**config.mk**
```make
export PLATFORM = sky130hd
export DESIGN_NAME = store_writer_flat
export DESIGN_NICKNAME = d
export VERILOG_FILES = /design/src/rtl/store_writer_if.sv /design/src/rtl/store_writer.sv /design/src/flat_wrapper.sv
export SDC_FILE = /design/constraint.sdc
export NUM_CORES = 1
export LEC_CHECK = 0
export ABC_AREA = 1
export BUFFER_PORTS_ARGS = -buffer_cell sky130_fd_sc_hd__buf_4
export CAP_MARGIN = 20
export CORE_UTILIZATION = 45
export CTS_CLUSTER_DIAMETER = 40
export DETAILED_ROUTE_END_ITERATION = 10
export GPL_ROUTABILITY_DRIVEN = 0
export PLACE_DENSITY = 0.67
export SYNTH_ARGS = -nofsm -noshare
export SYNTH_HDL_FRONTEND = slang
export SYNTH_SLANG_ARGS = --single-unit
```
**constraint.sdc**
```tcl
create_clock -name clk -period 3.7 [get_ports clk]
set_input_delay 0.555 -clock clk [delete_from_list [all_inputs] [get_ports clk]]
set_output_delay 0.555 -clock clk [all_outputs]
set_load 0.005 [all_outputs]
```
**src/rtl/store_writer_if.sv**
```systemverilog
// Store request / memory write bundle between the core, the store writer and data memory.
// Request side: req_valid/req_ready handshake carrying byte address, right-aligned data, funct3.
// Memory side: mem_valid/mem_ready handshake carrying word address, lane data, byte enables.
interface store_writer_if;
   logic        req_valid;
   logic        req_ready;
   logic [31:0] req_addr;
   logic [31:0] req_data;
   logic [2:0]  req_f3;

   logic        mem_valid;
   logic        mem_ready;
   logic [31:0] mem_addr;
   logic [31:0] mem_wdata;
   logic [3:0]  mem_byte_enable_mask;

   // master: core + memory environment driving the store writer
   modport master (
      output req_valid, req_addr, req_data, req_f3, mem_ready,
      input  req_ready, mem_valid, mem_addr, mem_wdata, mem_byte_enable_mask
   );

   // slave: the store writer itself
   modport slave (
      input  req_valid, req_addr, req_data, req_f3, mem_ready,
      output req_ready, mem_valid, mem_addr, mem_wdata, mem_byte_enable_mask
   );
endinterface

```
**src/rtl/store_writer.sv**
```systemverilog
// Purpose: formats core stores into byte lanes, rejects bad ones, buffers legal ones in order.
// Latency: legal store accepted at edge N is on mem_* after edge N when the buffer was empty.
// Backpressure: req_ready = !full (registered occupancy only); head held stable while !mem_ready.
// Ports: clk, rst_n (async active-low); bus (store_writer_if.slave: req_* in, mem_* out);
//        misaligned / illegal one-cycle reject pulses; count = buffer occupancy.
module store_writer #(
   parameter int DEPTH = 4
) (
   input  logic                     clk,
   input  logic                     rst_n,
   store_writer_if.slave            bus,
   output logic                     misaligned,
   output logic                     illegal,
   output logic [$clog2(DEPTH):0]   count
);
   localparam int PW = $clog2(DEPTH);
   localparam int CW = PW + 1;

   typedef struct packed {
      logic [31:0] addr;
      logic [31:0] wdata;
      logic [3:0]  be;
   } entry_t;

   entry_t          store_q [DEPTH];
   logic [PW-1:0]   wr_ptr;
   logic [PW-1:0]   rd_ptr;

   entry_t          fmt;
   entry_t          head;
   logic [1:0]      off;
   logic            is_ill;
   logic            is_mis;
   logic            accept;
   logic            push;
   logic            pop;

   // Classification and lane formatting of the presented request.
   // is_mis is only ever set for a legal funct3, so illegal wins by construction.
   always_comb begin
      off       = bus.req_addr[1:0];
      fmt       = '0;
      fmt.addr  = {bus.req_addr[31:2], 2'b00};
      is_ill    = 1'b0;
      is_mis    = 1'b0;
      unique case (bus.req_f3)
         3'b000: begin
            fmt.wdata = {4{bus.req_data[7:0]}};
            fmt.be    = 4'b0001 << off;
         end
         3'b001: begin
            fmt.wdata = {2{bus.req_data[15:0]}};
            fmt.be    = 4'b0011 << off;
            is_mis    = off[0];
         end
         3'b010: begin
            fmt.wdata = bus.req_data;
            fmt.be    = 4'b1111;
            is_mis    = (off != 2'b00);
         end
         default: is_ill = 1'b1;
      endcase
   end

   // Ready comes from registered occupancy only: no path from req_valid or mem_ready.
   assign bus.req_ready = (count != CW'(DEPTH));
   assign bus.mem_valid = (count != '0);

   assign accept = bus.req_valid && bus.req_ready;
   assign push   = accept && !is_ill && !is_mis;
   assign pop    = bus.mem_valid && bus.mem_ready;

   // Head is gated to zero while empty so stale storage never shows on the bus.
   assign head                     = store_q[rd_ptr];
   assign bus.mem_addr             = bus.mem_valid ? head.addr  : '0;
   assign bus.mem_wdata            = bus.mem_valid ? head.wdata : '0;
   assign bus.mem_byte_enable_mask = bus.mem_valid ? head.be    : '0;

   // Entry storage carries no reset: visibility is governed entirely by count.
   always_ff @(posedge clk) begin
      if (push) begin
         store_q[wr_ptr] <= fmt;
      end
   end

   // Pointers are PW bits wide and DEPTH is a power of two, so they wrap naturally.
   always_ff @(posedge clk or negedge rst_n) begin
      if (!rst_n) begin
         wr_ptr     <= '0;
         rd_ptr     <= '0;
         count      <= '0;
         misaligned <= 1'b0;
         illegal    <= 1'b0;
      end else begin
         misaligned <= accept && is_mis;
         illegal    <= accept && is_ill;
         if (push) begin
            wr_ptr <= wr_ptr + PW'(1);
         end
         if (pop) begin
            rd_ptr <= rd_ptr + PW'(1);
         end
         unique case ({push, pop})
            2'b10:   count <= count + CW'(1);
            2'b01:   count <= count - CW'(1);
            default: count <= count;
         endcase
      end
   end
endmodule
```
**src/flat_wrapper.sv**
```systemverilog
// flat-port wrapper written by rule: the top's interface ports become plain ports
module store_writer_flat 
#(
   parameter int DEPTH = 4
)
  (clk, rst_n, misaligned, illegal, count, bus_req_valid, bus_req_addr, bus_req_data, bus_req_f3, bus_mem_ready, bus_req_ready, bus_mem_valid, bus_mem_addr, bus_mem_wdata, bus_mem_byte_enable_mask);
  store_writer_if bus_i ();
  input  logic clk;
  input  logic rst_n;
  output logic misaligned;
  output logic illegal;
  output logic [$clog2(DEPTH):0] count;
  input wire logic [$bits(bus_i.req_valid)-1:0] bus_req_valid;
  input wire logic [$bits(bus_i.req_addr)-1:0] bus_req_addr;
  input wire logic [$bits(bus_i.req_data)-1:0] bus_req_data;
  input wire logic [$bits(bus_i.req_f3)-1:0] bus_req_f3;
  input wire logic [$bits(bus_i.mem_ready)-1:0] bus_mem_ready;
  output wire logic [$bits(bus_i.req_ready)-1:0] bus_req_ready;
  output wire logic [$bits(bus_i.mem_valid)-1:0] bus_mem_valid;
  output wire logic [$bits(bus_i.mem_addr)-1:0] bus_mem_addr;
  output wire logic [$bits(bus_i.mem_wdata)-1:0] bus_mem_wdata;
  output wire logic [$bits(bus_i.mem_byte_enable_mask)-1:0] bus_mem_byte_enable_mask;
  assign bus_i.req_valid = bus_req_valid;
  assign bus_i.req_addr = bus_req_addr;
  assign bus_i.req_data = bus_req_data;
  assign bus_i.req_f3 = bus_req_f3;
  assign bus_i.mem_ready = bus_mem_ready;
  assign bus_req_ready = bus_i.req_ready;
  assign bus_mem_valid = bus_i.mem_valid;
  assign bus_mem_addr = bus_i.mem_addr;
  assign bus_mem_wdata = bus_i.mem_wdata;
  assign bus_mem_byte_enable_mask = bus_i.mem_byte_enable_mask;
  store_writer #(.DEPTH(DEPTH)) u_core (.clk(clk), .rst_n(rst_n), .bus(bus_i), .misaligned(misaligned), .illegal(illegal), .count(count));
endmodule
```
After elaboration in Yosys (flattened, before gate mapping):

Memory sizes are Yosys's and may differ from the RTL's.
Index checks and enable logic that the tools add are counted.

* register bits: 9
* bits in latches: 0
* RAM bits: 264
* bits in read-only memories: 0
* memories kept: 1

Memories
* u_core.store_q: words 4, bits a word 66, rd ports 1, clocked after Yosys merged registers in 0, write ports 1, line store_writer.sv:25 `entry_t store_q [DEPTH];`

* add/sub/neg operators: 4
* multipliers: 0
* div/mod/pow operators: 0
* magnitude comparators: 0
* eq/ne operators: 5
* shifts and indexed selects: 2
* muxes and demuxes: 9
* bitwise logic cells: 0
* reduce and logical (&&, ||, !) cells: 12

Operator list (count)
* case mux 36 bit (3 select lines): 1
* 2-to-1 mux 32 bit: 2
* logical AND 1 bit: 6
* case mux 3 bit (2 select lines): 1
* adder 2 x 1 -> 2 bit, second input constant: 2
* 2-to-1 mux 4 bit: 1
* nonzero test 2 bit: 2
* << shifter 1 x 2 -> 4 bit, first input constant: 1
* << shifter 2 x 2 -> 4 bit, first input constant: 1
* adder 3 x 1 -> 3 bit, second input constant: 1
* equality test 3 x 1 -> 1 bit, second input constant: 1
* equality test 3 x 2 -> 1 bit, second input constant: 1
* zero test 3 bit: 1
* 2-to-1 mux 1 bit: 3
* inequality test 3 bit, second input constant: 1
* nonzero test 3 bit: 1
* OR reduction 3 bit: 1
* subtractor 3 x 1 -> 3 bit, second input constant: 1
* equality test 2 x 1 -> 1 bit, second input constant: 1
* equality test 2 bit, second input constant: 1
* case mux 1 bit (2 select lines): 1
* zero test 1 bit: 1

Logic depth before layout (Yosys ltp):

* depth after elaboration: 6
* gate-level depth with buffers: 12
* depth with buffers taken out: 12

Worst setup path after synthesis:

No wires, ideal clock.

* path kind: input-to-reg
* from: input bus_req_f3[2]
* to: memory u_core.store_q[0][0] in the netlist's numbering, enable pin
* arrival: 3816 ps
* required time: 3210 ps
* slack: -607 ps
* stages on the path: 5
* buffers on the path: 0
* cell sequence: nor2_2 -> nor2_1 -> nor2_2 -> nand2_2 -> nor2_1

* longest elaborated chain between the ends: 6
* elaborated cells between the ends (all ways): 10
* classes of those cells: eq/ne: 2; mux: 3; reduce/logical: 5

Ends and longest elaborated chain
* from (decl): line flat_wrapper.sv:16 `input wire logic [$bits(bus_i.req_f3)-1:0] bus_req_f3;`
* equality test 3 x 2 -> 1 bit, or another cell as far along: line store_writer.sv:46 `unique case (bus.req_f3)`
* case mux 1 bit (2 select lines) or OR reduction 3 bit (tied branches)
* zero test 1 bit or logical AND 1 bit (tied branches): line store_writer.sv:70 `assign push = accept && !is_ill && !is_mis;`
* logical AND 1 bit *: line store_writer.sv:70
* 2-to-1 mux 1 bit *: line store_writer.sv:81 `if (push) begin`
* 2-to-1 mux 1 bit (not written as such) *: line store_writer.sv:82 `store_q[wr_ptr] <= fmt;`
* to (decl): line store_writer.sv:25

Mark *: on every way between the ends. The rest lies on a longest branch, timed or not.

Final worst setup path:

* from: register u_core.rd_ptr[0]
* to: output bus_mem_wdata[6]

* longest elaborated chain between the ends: 2

Ends and longest elaborated chain
* from (decl): line store_writer.sv:27 `logic [PW-1:0] rd_ptr;`
* from (signal assigned): line store_writer.sv:101 `rd_ptr <= rd_ptr + PW'(1);`
* memory read (4 x 66 bit)
* 2-to-1 mux 32 bit: line store_writer.sv:76 `assign bus.mem_wdata = bus.mem_valid ? head.wdata : '0;`
* to (decl): line flat_wrapper.sv:21 `output wire logic [$bits(bus_i.mem_wdata)-1:0] bus_mem_wdata;`

Every way passes these cells.

==> flow_metrics.env <==
export IMPL_n_antenna_cell=0
export IMPL_final_antenna_net_count=0
export IMPL_combPwrFrac_pct=33.9
export IMPL_first_pass_iters=6
export IMPL_cap_violations=0
export IMPL_postCtsSetupRepairBufs=0
export IMPL_via_count=7391
export IMPL_wl_um=25600
export IMPL_initial_core_util_pct=45.9
export IMPL_p_int_mw=7.44
export IMPL_hold_violations=0
export IMPL_cts_resized=0
export IMPL_r2r_start="u_core.count[1]$_DFFE_PN0P_"
export IMPL_fin_crit_sh_pct=85.9
export IMPL_place_area_um2=12600
export IMPL_drt_iter0_drc=561
export IMPL_cts_buffer_depth=3
export IMPL_fin_area_um2=13800
export IMPL_startpoint_type="flip-flop"
export IMPL_die_area_um2=25500
export IMPL_syn_to_final_growth_pct=23.4
export IMPL_io_buffers=143
export IMPL_die_h_um=160
export IMPL_final_cell_mix="278 x nor2_1, 264 x edfxtp_1, 156 x buf_4, 95 x o21ai_0, 71 x a21oi_1"
export IMPL_p_seq_share_pct=34.6
export IMPL_synth_seq_area_share_pct=72.8
export IMPL_rsz0062_at_grt="no"
export IMPL_clkPwrFrac_pct=31.5
export IMPL_drv_slew=0
export IMPL_worstPathArrival_ps=2620
export IMPL_cts_tree="done"
export IMPL_mostFrequentLayoutCell="nor2_1"
export IMPL_grt_pass1_wl_um=39400
export IMPL_clkLatencyLatePin_ps=510
export IMPL_grt_pass1_vias=7251
export IMPL_cp_max_fo=56
export IMPL_syn_area_um2=11200
export IMPL_busiest_layer="met2"
export IMPL_cts_num_sinks=273
export IMPL_pre_cts_ws_ps=1120
export IMPL_min_from="bus_req_addr[31]"
export IMPL_layout_setup_ws_ps=522
export IMPL_whs_ps=247
export IMPL_cts_made_buffers=38
export IMPL_clk_pin_slew_ps=60
export IMPL_dieWidth_um=160
export IMPL_hpwlAfterDp_um=14700
export IMPL_fin_nets=1165
export IMPL_switching_power_mw=3.65
export IMPL_utilization_pct=56.7
export IMPL_setup_tns_ps=0
export IMPL_worstHoldPathType="in2reg"
export IMPL_period_minus_slack_ps=3180
export IMPL_ys_warn_count=0
export IMPL_detail_route_wl_per_cell_um=17.8
export IMPL_core_area_um2=24400
export IMPL_syn_avg_cell_area_um2=11.9
export IMPL_tightest_slew_ps=898
export IMPL_rows=57
export IMPL_path_class="reg2out"
export IMPL_synth_seq_cells=273
export IMPL_synth_ff_type="edfxtp_1"
export IMPL_setup_viol=0
export IMPL_switching_share_pct=32.9
export IMPL_drive_gt1_share_pct=21.1
export IMPL_synthCells=942
export IMPL_crit_path_end_kind="primary output"
export IMPL_slew_headroom_pct=40.2
export IMPL_pin_count=146
export IMPL_htreeDepth=2
export IMPL_grt_met1_usage_pct=27.1
export IMPL_gr_usage_met2_pct=33.8
export IMPL_vias_per_cell=5.13
export IMPL_crit_start="u_core.rd_ptr[0]$_DFFE_PN0P_"
export IMPL_p_leak_nw=5.06
export IMPL_clock_fmax_mhz=315
export IMPL_grt_max_degree=68
export IMPL_async_flop_share_pct=3.30
export IMPL_grt_util_met3_pct=3.32
export IMPL_grt_overflow_total=0
export IMPL_status="complete, no violations"
export IMPL_ys_types=27
export IMPL_p_per_area_nw_per_um2=802
export IMPL_globalRouteTotalUtil_pct=20.1
export IMPL_synth_edff_count=264
export IMPL_required_ps=3140
export IMPL_drc=0
export IMPL_skew_ps=18.6
export IMPL_antenna_found_initial=0
export IMPL_cts_root_buf="clkbuf_16"
export IMPL_peakVddDrop_mv=0.428
area by class of cell:
type                            instances  area (um2)
Fill cell                            2069       10600
Sequential cell                       273        8160
Clock inverter                         23         244
Tap cell                              324         405
Multi-Input combinational cell        578        2620
Inverter                               36         138
Clock buffer                           45         998
Timing Repair Buffer                  161        1260
path summary, 6_finish.rpt:
| kind | to | slack [ps] | cells after the start |
|---|---|---|---|
| min in group asynchronous | u_core.count[0]$_DFFE_PN0P_ | 410 | 2 |
| worst max-delay path | bus_mem_wdata[6] | 520 | 6 |
| worst max register to register | u_core.count[2]$_DFFE_PN0P_ | 1400 | 11 |
| worst min-delay path | u_core.store_q[3][65]$_DFFE_PP_ | 250 | 1 |
| max in group asynchronous | u_core.rd_ptr[0]$_DFFE_PN0P_ | 3130 | 2 |
| worst min register to register | u_core.count[0]$_DFFE_PN0P_ | 500 | 1 |
through the flow:
step | power [mW] | instances
2_1_floorplan | 6.03 | 943
3_3_place_gp | 7.64 | 1371
3_5_place_dp | 7.69 | 1371
4_1_cts | 11.2 | 1440
5_1_grt | 11.7 | 1440
6_report | 11.1 | 1440
Yosys cell counts (3+ instances only):
cell | count | share of area, %
ha_1 | 5 | 0.56
dfrtp_1 | 9 | 2.0
a21oi_1 | 71 | 3.2
nand3_1 | 9 | 0.40
o211ai_1 | 11 | 0.74
inv_1 | 33 | 1.1
nand2_1 | 45 | 1.5
edfxtp_1 | 264 | 71
clkbuf_2 | 5 | 0.22
buf_6 | 7 | 0.70
buf_2 | 22 | 0.98
o21ai_0 | 95 | 4.2
nor2_2 | 3 | 0.17
clkbuf_1 | 12 | 0.40
o21ai_1 | 48 | 2.1
buf_4 | 9 | 0.60
nor2_1 | 282 | 9.4
what timing repair did:
action	CTS	global route
hold buffers	1	0
setup endpoints to repair	0	0
endpoints found under the hold margin	9	0
power by group through the flow:
stage	clock (mW)	sequential, mW	combinational (mW)
after floorplan	0	3.83	2.20
after global placement	0	3.89	3.75
after detailed placement	0	3.90	3.79
after CTS	3.56	3.84	3.82
after global routing	3.69	3.86	4.18
final	3.49	3.84	3.75
critical path, cell delays in order (launching register included):
cell,delay (ps)
dfrtp_4,720
buf_4,600
nor2_1,110
nor2_1,100
o21ai_0,120
a21oi_1,240
buf_4,160
metal layers:
layer | up-vias | part of all wire (%)
met5 | - | 0
met4 | 0 | 2.0
met3 | 41 | 5.7
met2 | 238 | 48
met1 | 3525 | 44
li1 | 3587 | -
cell families after synthesis:
family	after synthesis	share of synthesized area, %
flops	273	72.8
simple gates	342	11.8
xor+xnor	3	0.235
fa+ha+maj	6	0.737
compound gates	225	10.3
buf+inv	92	4.18
other cells	1	0.0335
registers in the layout (all words and copies together) (netlist names):
register	flops
u_core.store_q	264
u_core.count	3
u_core.rd_ptr	2
u_core.wr_ptr	2
u_core.illegal	1
u_core.misaligned	1
Note: power is estimated with default switching activity, not from simulation.
